$ cat src/rtl/period_meter.sv
// period_meter: measures period and high time of an async input
// in ref_clk cycles, averaged over 2^AVG_LOG2 periods.
module period_meter #(
  parameter int unsigned WIDTH       = 32,
  parameter int unsigned SYNC_STAGES = 2,
  parameter int unsigned AVG_LOG2    = 0,
  parameter logic [31:0] TIMEOUT     = 32'd250_000_000
) (
  input  logic             ref_clk,
  input  logic             rst,
  input  logic             sig_in,
  input  logic             en,
  output logic [WIDTH-1:0] period,
  output logic [WIDTH-1:0] high_cycles,
  output logic             valid,
  output logic             timeout
);

  localparam int unsigned AW = WIDTH + AVG_LOG2;
  localparam int unsigned SW = AVG_LOG2 + 1;
  localparam logic [SW-1:0] S_LAST = SW'((1 << AVG_LOG2) - 1);
  localparam logic [WIDTH-1:0] T_LAST = WIDTH'(TIMEOUT - 32'd1);
  localparam logic [WIDTH-1:0] ONES = '1;

  typedef enum logic [1:0] {IDLE, ARM, RUN} state_t;

  logic [SYNC_STAGES-1:0] sync_q;
  logic                   s_d_q;
  logic                   s;
  logic                   rise;

  state_t           state_q, state_d;
  logic [WIDTH-1:0] cnt_q, cnt_d;
  logic [WIDTH-1:0] hcnt_q, hcnt_d;
  logic [WIDTH-1:0] tcnt_q, tcnt_d;
  logic [AW-1:0]    accp_q, accp_d;
  logic [AW-1:0]    acch_q, acch_d;
  logic [SW-1:0]    scnt_q, scnt_d;
  logic [WIDTH-1:0] per_q, per_d;
  logic [WIDTH-1:0] hi_q, hi_d;
  logic             valid_q, valid_d;
  logic             tmo_q, tmo_d;
  logic [AW-1:0]    sum_p, sum_h;
  logic             tmo_hit;

  assign s    = sync_q[SYNC_STAGES-1];
  assign rise = s & ~s_d_q;

  // Synchronizer chain plus one delay flop for edge detection
  always_ff @(posedge ref_clk) begin
    if (rst) begin
      sync_q <= '0;
      s_d_q  <= 1'b0;
    end else begin
      sync_q <= {sync_q[SYNC_STAGES-2:0], sig_in};
      s_d_q  <= s;
    end
  end

  // Next-state, counters, accumulators and result update
  always_comb begin
    state_d = state_q;
    cnt_d   = cnt_q;
    hcnt_d  = hcnt_q;
    tcnt_d  = tcnt_q;
    accp_d  = accp_q;
    acch_d  = acch_q;
    scnt_d  = scnt_q;
    per_d   = per_q;
    hi_d    = hi_q;
    valid_d = 1'b0;
    tmo_d   = tmo_q;
    sum_p   = accp_q + AW'(cnt_q);
    sum_h   = acch_q + AW'(hcnt_q);
    tmo_hit = (tcnt_q == T_LAST);
    if (!en) begin
      state_d = IDLE;
      cnt_d   = '0;
      hcnt_d  = '0;
      tcnt_d  = '0;
      accp_d  = '0;
      acch_d  = '0;
      scnt_d  = '0;
    end else begin
      unique case (state_q)
        IDLE: begin
          cnt_d   = '0;
          hcnt_d  = '0;
          tcnt_d  = '0;
          accp_d  = '0;
          acch_d  = '0;
          scnt_d  = '0;
          state_d = ARM;
        end
        ARM: begin
          tcnt_d = (tcnt_q == ONES) ? tcnt_q : tcnt_q + 1'b1;
          if (tmo_hit) begin
            tmo_d  = 1'b1;
            tcnt_d = '0;
          end else if (rise) begin
            state_d = RUN;
            cnt_d   = WIDTH'(1);
            hcnt_d  = WIDTH'(1);
            tcnt_d  = '0;
          end
        end
        RUN: begin
          if (tmo_hit) begin
            tmo_d   = 1'b1;
            state_d = ARM;
            cnt_d   = '0;
            hcnt_d  = '0;
            tcnt_d  = '0;
            accp_d  = '0;
            acch_d  = '0;
            scnt_d  = '0;
          end else if (rise) begin
            cnt_d  = WIDTH'(1);
            hcnt_d = WIDTH'(1);
            tcnt_d = '0;
            if (scnt_q == S_LAST) begin
              per_d   = WIDTH'(sum_p >> AVG_LOG2);
              hi_d    = WIDTH'(sum_h >> AVG_LOG2);
              valid_d = 1'b1;
              tmo_d   = 1'b0;
              accp_d  = '0;
              acch_d  = '0;
              scnt_d  = '0;
            end else begin
              accp_d = sum_p;
              acch_d = sum_h;
              scnt_d = scnt_q + 1'b1;
            end
          end else begin
            cnt_d  = (cnt_q == ONES) ? cnt_q : cnt_q + 1'b1;
            tcnt_d = (tcnt_q == ONES) ? tcnt_q : tcnt_q + 1'b1;
            if (s && hcnt_q != ONES) hcnt_d = hcnt_q + 1'b1;
          end
        end
        default: state_d = IDLE;
      endcase
    end
  end

  // State and datapath registers
  always_ff @(posedge ref_clk) begin
    if (rst) begin
      state_q <= IDLE;
      cnt_q   <= '0;
      hcnt_q  <= '0;
      tcnt_q  <= '0;
      accp_q  <= '0;
      acch_q  <= '0;
      scnt_q  <= '0;
      per_q   <= '0;
      hi_q    <= '0;
      valid_q <= 1'b0;
      tmo_q   <= 1'b0;
    end else begin
      state_q <= state_d;
      cnt_q   <= cnt_d;
      hcnt_q  <= hcnt_d;
      tcnt_q  <= tcnt_d;
      accp_q  <= accp_d;
      acch_q  <= acch_d;
      scnt_q  <= scnt_d;
      per_q   <= per_d;
      hi_q    <= hi_d;
      valid_q <= valid_d;
      tmo_q   <= tmo_d;
    end
  end

  assign period      = per_q;
  assign high_cycles = hi_q;
  assign valid       = valid_q;
  assign timeout     = tmo_q;

endmodule

$ cat config.mk
export PLATFORM = sky130hd
export DESIGN_NAME = period_meter
export DESIGN_NICKNAME = d
export VERILOG_FILES = /design/src/rtl/period_meter.sv
export SDC_FILE = /design/constraint.sdc
export NUM_CORES = 1
export LEC_CHECK = 0
export ABC_AREA = 1
export CAP_MARGIN = 20
export CORE_UTILIZATION = 50
export DETAILED_ROUTE_END_ITERATION = 16
export DONT_BUFFER_PORTS = 1
export SKIP_LAST_GASP = 1
export SLEW_MARGIN = 20
export SYNTH_ARGS = -nofsm -noshare
export SYNTH_HDL_FRONTEND = slang
export SYNTH_SLANG_ARGS = --single-unit
$ cat constraint.sdc
create_clock -name ref_clk -period 2 [get_ports ref_clk]
set_input_delay 0.3 -clock ref_clk [delete_from_list [all_inputs] [get_ports ref_clk]]
set_output_delay 0.3 -clock ref_clk [all_outputs]
set_load 0.02 [all_outputs]
==> results of run 1 <==
-- sequential cells by signal, indices dropped and copies added (netlist names) --
| name | flops |
|---|---|
| hcnt_q | 32 |
| timeout | 1 |
| valid | 1 |
| cnt_q | 32 |
| tcnt_q | 32 |
| sync_q | 2 |
| high_cycles | 32 |
| state_q | 2 |
| period | 32 |
| s_d_q | 1 |
-- worst max-delay path, stage by stage (launching register included) --
cell and delay, ns:
dfxtp_4 0.35, ha_4 0.17, nand2_4 0.07, nor2_4 0.05, nand2_2 0.08, nor2_4 0.04, buf_4 0.13, nand3_4 0.09
nand3_4 0.10, buf_4 0.16, nor2_4 0.23, clkbuf_16 0.23, nand2_1 0.05, nand2_1 0.05, nor2_1 0.05
-- logic make-up (layout without fill, tap and decap cells) --
logic type,count (synthesis),count (layout),synth area share
XOR/XNOR,31,31,0.0289
adder cells (fa/ha/maj),8,8,0.0107
AND/OR/NAND/NOR,952,953,0.433
flip-flops,167,167,0.356
AO/OA/AOI/OAI,129,129,0.0732
buffers and inverters,216,297,0.0975
-- cells in the mapped netlist, drive strengths merged --
cell    number
a21boi       5
a21oi       25
a22oi        4
a31oi        1
and2         1
and3         3
buf         40
clkbuf      11
dfxtp      167
ha           8
inv        165
nand2      430
nand3       87
nand3b       2
nand4       26
nor2       367
nor3        26
nor3b        2
nor4         3
o21a         5
o21ai       87
o21bai       1
o31ai        1
or2          4
or3          1
xnor2        5
xor2        26
-- layer usage --
layer  global-route usage  up-vias  wire length, um
met3               0.0414       43             1070
met5                    0        -                0
met4               0.0901        0              635
li1                     -     4825                -
met1                0.339     4166            11900
met2                0.448      247            12100
-- area by class of cell --
class	instances	area [sq um]
Clock buffer	20	467
Clock inverter	12	139
Fill cell	1820	7110
Inverter	165	624
Multi-Input combinational cell	1121	5280
Sequential cell	167	3350
Tap cell	229	287
Timing Repair Buffer	100	897
-- cell usage in the layout, fill, tap and decap left out, types with 5 or more instances in the layout --
cell / instances
a21oi_1: 22
buf_12: 7
buf_4: 84
buf_6: 5
clkbuf_16: 19
dfxtp_1: 162
ha_1: 6
inv_1: 153
inv_2: 9
nand2_1: 411
nand2_2: 14
nand3_1: 77
nand3_2: 5
nand3_4: 5
nand4_1: 25
nor2_1: 339
nor2_2: 13
nor2_4: 15
nor3_1: 24
o21a_1: 5
o21ai_0: 57
o21ai_1: 30
xnor2_1: 5
xor2_1: 26
-- report_power, final --
part	switching [W]	total (W)	internal, W
logic	0.000347	0.000552	0.000205
clock network	0.00145	0.00341	0.00196
registers	0.0000319	0.00339	0.00336
-- how the worst max path moves through the flow --
stage / to / slack [ns] / depth (start not counted)
floorplan: period[13] / 0.18 / 12
global placement: tcnt_q[22] / 0.02 / 11
detailed placement: cnt_q[23] / 0.009 / 13
CTS: hcnt_q[12] / 0.01 / 11
global route: hcnt_q[16] / -0.07 / 12
finish: hcnt_q[20] / 0.03 / 14
-- stage by stage --
step	utilization	area, sq um	setup slack (ns)
after floorplan	-	9380	0.179
after global placement	0.557	10100	0.0226
after detailed placement	0.557	10100	0.00913
after CTS	0.592	10700	0.0140
after global routing	0.608	11000	-0.0709
final	0.608	11000	0.0309
-- repair_timing --
item                                   CTS  global route
endpoints found under the hold margin    5             0
setup endpoints to repair                1           140
setup buffers                            0             8
resized for setup                        1            46
pin swaps                                0            12
gates cloned                             0             4
hold buffers                             2             0
==> results.sh, run 1 <==
export IMPL_die_h_um=139
export IMPL_cts_root_buf="clkbuf_16"
export IMPL_holdWs_ns=0.0553
export IMPL_area_growth_pct=17.7
export IMPL_ant_nets=0
export IMPL_synthesis_nets=1515
export IMPL_clock_path_buffers=2
export IMPL_clk_insertion_delay_late_ns=0.44
export IMPL_hpwl_um=18100
export IMPL_grt_pass1_wl_um=41200
export IMPL_hold_path_depth=2
export IMPL_r2r_start="tcnt_q[1]"
export IMPL_finalSetupTns_ns=0
export IMPL_whs_endpoint="timeout"
export IMPL_htree_levels=4
export IMPL_synth_area_leaders="dfxtp_1, nand2_1, nor2_1, inv_1, nand3_1"
export IMPL_coreArea_sq_um=18100
export IMPL_arrival_ns=2.30
export IMPL_finalWirelength_um=25700
export IMPL_yosysWarnings=0
export IMPL_skew_ns=0.0127
export IMPL_crit_type="reg -> reg"
export IMPL_wl_per_cell_um=14.2
export IMPL_synth_cell_types=42
export IMPL_numCtsBuffers=17
export IMPL_drc=6
export IMPL_netlist_area_leader_share=0.356
export IMPL_cp_required_ns=2.33
export IMPL_maxSlewViolCount=0
export IMPL_vias=9281
export IMPL_worst_slew_pin_slew_ns=0.445
export IMPL_num_antenna_cells=0
export IMPL_synth_area_sq_um=9380
export IMPL_gr_total_overflow=0
export IMPL_synth_ff_latch_count=167
export IMPL_nets=1584
export IMPL_synth_largest_area_cell="dfxtp_1"
export IMPL_instances_no_fill=1814
export IMPL_initial_utilization=0.517
export IMPL_die_width_um=139
export IMPL_grt_max_degree=37
export IMPL_antenna_found_initial=0
export IMPL_finalHoldViolCount=0
export IMPL_tritoncts="built"
export IMPL_yosysSeqAreaShare=0.356
export IMPL_cp_start_kind="flop"
export IMPL_cts_sinks=167
export IMPL_pin_count=70
export IMPL_leakagePower_nw=4.90
export IMPL_startpoint="tcnt_q[1]"
export IMPL_firstDrtPassIters=13
export IMPL_drtIter0Drc=568
export IMPL_fmax_mhz=508
export IMPL_relSlewSlack=0.703
export IMPL_cts_reportedPaths_clkPinSlew_ns=0.06
export IMPL_reg2reg_setup_slack_ns=0.03
export IMPL_setup_viol=0
export IMPL_violations="design-rule violations"
export IMPL_die_area_sq_um=19300
export IMPL_drive_gt1_frac=0.136
export IMPL_final_period_utilization=0.985
export IMPL_setup_worst_path_end_class="flop"
export IMPL_power_density_nw_per_um2=665
export IMPL_worstPathMaxFanout=8
export IMPL_gp_congestion=0.953
export IMPL_status="complete, but fails checks"
export IMPL_grt_pass1_vias=8430
export IMPL_reg2regPathDepth=14
export IMPL_r2r_end="hcnt_q[20]"
export IMPL_postSynthCellCount=1503
export IMPL_min_from="en"
export IMPL_rsz0062_at_grt="true"
export IMPL_peakVddDrop_uv=594
export IMPL_finalPower_w=0.00735
export IMPL_dp_cells=1768
export IMPL_rows=49
export IMPL_track_usage=0.264
export IMPL_drv_cap=0
export IMPL_portBuffers=0
export IMPL_min_period_ns=1.97
export IMPL_syn_area_per_cell_sq_um=6.24
export IMPL_vias_per_cell=5.12
export IMPL_hold_path_class="in -> reg"
No activity file was read; power rests on OpenSTA's default activity.
==> run 2: changes to the inputs <==
SETUP_SLACK_MARGIN = 0.5   (was not set)
==> run 2 against run 1 <==
The run still ends with design-rule violations left. Core utilization grew 8.8 points. Register-to-register slack improved by 0.06 ns. Flip-flop and latch count did not move. Via count increased by 6.9%. First-iteration DRC count rose by 24%. Hold slack got worse by 0.011 ns. Non-clock buffer count increased by 74.
==> results.sh, run 2 (synthesis gave the netlist of run 1 again) <==
export IMPL_setup_worst_path_end_class="flop"
export IMPL_firstDrtPassIters=11
export IMPL_status="complete, but fails checks"
export IMPL_vias=9918
export IMPL_clk_insertion_delay_late_ns=0.44
export IMPL_pin_count=70
export IMPL_fin_util=0.697
export IMPL_reg2regPathDepth=10
export IMPL_final_period_utilization=0.952
export IMPL_cp_required_ns=2.36
export IMPL_area_growth_pct=34.8
export IMPL_tritoncts="built"
export IMPL_hold_path_class="in -> reg"
export IMPL_crit_type="reg -> reg"
export IMPL_peakVddDrop_uv=667
export IMPL_layout_commonest_cell="nand2_1"
export IMPL_grt_max_degree=46
export IMPL_numCtsBuffers=17
export IMPL_violations="design-rule violations"
export IMPL_nets=1660
export IMPL_wl_per_cell_um=15.9
export IMPL_worst_slew_pin_slew_ns=0.576
export IMPL_fmax_mhz=525
export IMPL_antenna_found_initial=0
export IMPL_setup_viol=0
export IMPL_grt_pass1_vias=9243
export IMPL_cp_top_family="simple AND/OR/NAND/NOR gates"
export IMPL_fillers=1584
export IMPL_power_density_nw_per_um2=570
export IMPL_drc=6
export IMPL_gr_total_overflow=0
export IMPL_num_antenna_cells=0
export IMPL_cts_root_buf="clkbuf_16"
export IMPL_crit_cells=10
export IMPL_rsz0062_at_grt="true"
export IMPL_gp_congestion=0.918
export IMPL_slowest_stage="dfxtp_2"
export IMPL_cp_start_kind="flop"
export IMPL_path_cells="ha_4 -> nand2_4 -> nor2_4 -> buf_6 -> buf_4 -> buf_4 -> nand3_1 -> or2_2 -> o21ai_0 -> a21boi_1"
export IMPL_crit_buf_inv=3
export IMPL_hold_path_depth=2
export IMPL_ant_nets=0
export IMPL_cts_sinks=167
export IMPL_grt_pass1_wl_um=45000
export IMPL_clock_path_buffers=2
export IMPL_drv_cap=0
export IMPL_track_usage=0.290
export IMPL_leakagePower_nw=5.59
export IMPL_multi_input_area_sq_um=5900
export IMPL_final_cell_mix="nand2_1, nor2_1, dfxtp_1"
export IMPL_min_period_ns=1.90
export IMPL_die_h_um=139
export IMPL_initial_utilization=0.517
export IMPL_drive_gt1_frac=0.271
export IMPL_coreArea_sq_um=18100
export IMPL_rows=49
export IMPL_die_width_um=139
export IMPL_hpwl_um=18600
export IMPL_vias_per_cell=5.25
export IMPL_cp_common_cell="buf_4"
export IMPL_die_area_sq_um=19300
export IMPL_portBuffers=0
export IMPL_finalPower_w=0.00721
export IMPL_finalWirelength_um=30000
export IMPL_drtIter0Drc=702
export IMPL_htree_levels=4
export IMPL_finalHoldViolCount=0
export IMPL_cts_reportedPaths_clkPinSlew_ns=0.07
export IMPL_skew_ns=0.0126
export IMPL_seq_area_sq_um=3380
export IMPL_maxSlewViolCount=0
export IMPL_arrival_ns=2.26
export IMPL_relSlewSlack=0.616
export IMPL_max_stage_delay_ns=0.35
export IMPL_worstPathMaxFanout=3
[run 2: cell types whose count changed in the layout (fill, tap and decap cells not counted), sizes merged]
| cell | previous run | this run |
|---|---|---|
| buf | 96 | 162 |
| bufinv | 2 | 0 |
| clkbuf | 22 | 29 |
| clkinv | 6 | 5 |
| clkinvlp | 1 | 3 |
| inv | 168 | 171 |
| nor2 | 368 | 369 |
[run 2: through the flow]
stage / instances / hold WS (ns) / TNS (ns) / setup slack (ns) / cell area (sq um)
3_5_place_dp: 1790 / 0.375 / -1.60 / -0.0832 / 10400
4_1_cts: 1862 / 0.0343 / 0 / 0.0958 / 11600
6_report: 1890 / 0.0442 / 0 / 0.0953 / 12600
5_1_grt: 1890 / 0.0364 / -0.0292 / -0.0196 / 12600
2_1_floorplan: 1503 / 0.369 / 0 / 0.310 / 9600
3_3_place_gp: 1790 / 0.372 / -0.0973 / -0.0182 / 10400
[run 2: worst paths after layout]
kind / endpoint / startpoint / slack, ns
max: tcnt_q[24] / tcnt_q[0] / 0.1
min: timeout / en / 0.04
max reg2reg: tcnt_q[24] / tcnt_q[0] / 0.1
min reg2reg: sync_q[1] / sync_q[0] / 0.45
[run 2: per-layer routing]
layer  global-route usage  wire length, um  vias to the layer above
met5                    0                0                        -
li1                     -                -                     4979
met2                0.506            14500                      283
met4               0.0959              748                        0
met1                0.365            13400                     4597
met3               0.0445             1390                       59
[run 2: report_power, final]
part	switching [W]	internal, W
sequential	0.0000360	0.00335
clock	0.00151	0.00166
combinational	0.000393	0.000260
total	0.00194	0.00527
[run 2: cell type report]
cell class | count | share of cell area
multi-input cells | 1122 | 0.466
flip-flops and latches | 167 | 0.267
repair buffers | 174 | 0.147
inverters | 165 | 0.0527
clock buffers | 19 | 0.0350
well taps | 229 | 0.0227
clock inverters | 13 | 0.00871
repair inverters | 1 | 0.000890
[run 2: what timing repair did]
item | 4_1_cts | 5_1_grt
hold buffers | 2 | 0
pin swaps | 23 | 64
setup buffers | 31 | 13
setup endpoints to repair | 164 | 164
endpoints found under the hold margin | 5 | 0
resized for setup | 81 | 201
gates cloned | 7 | 15
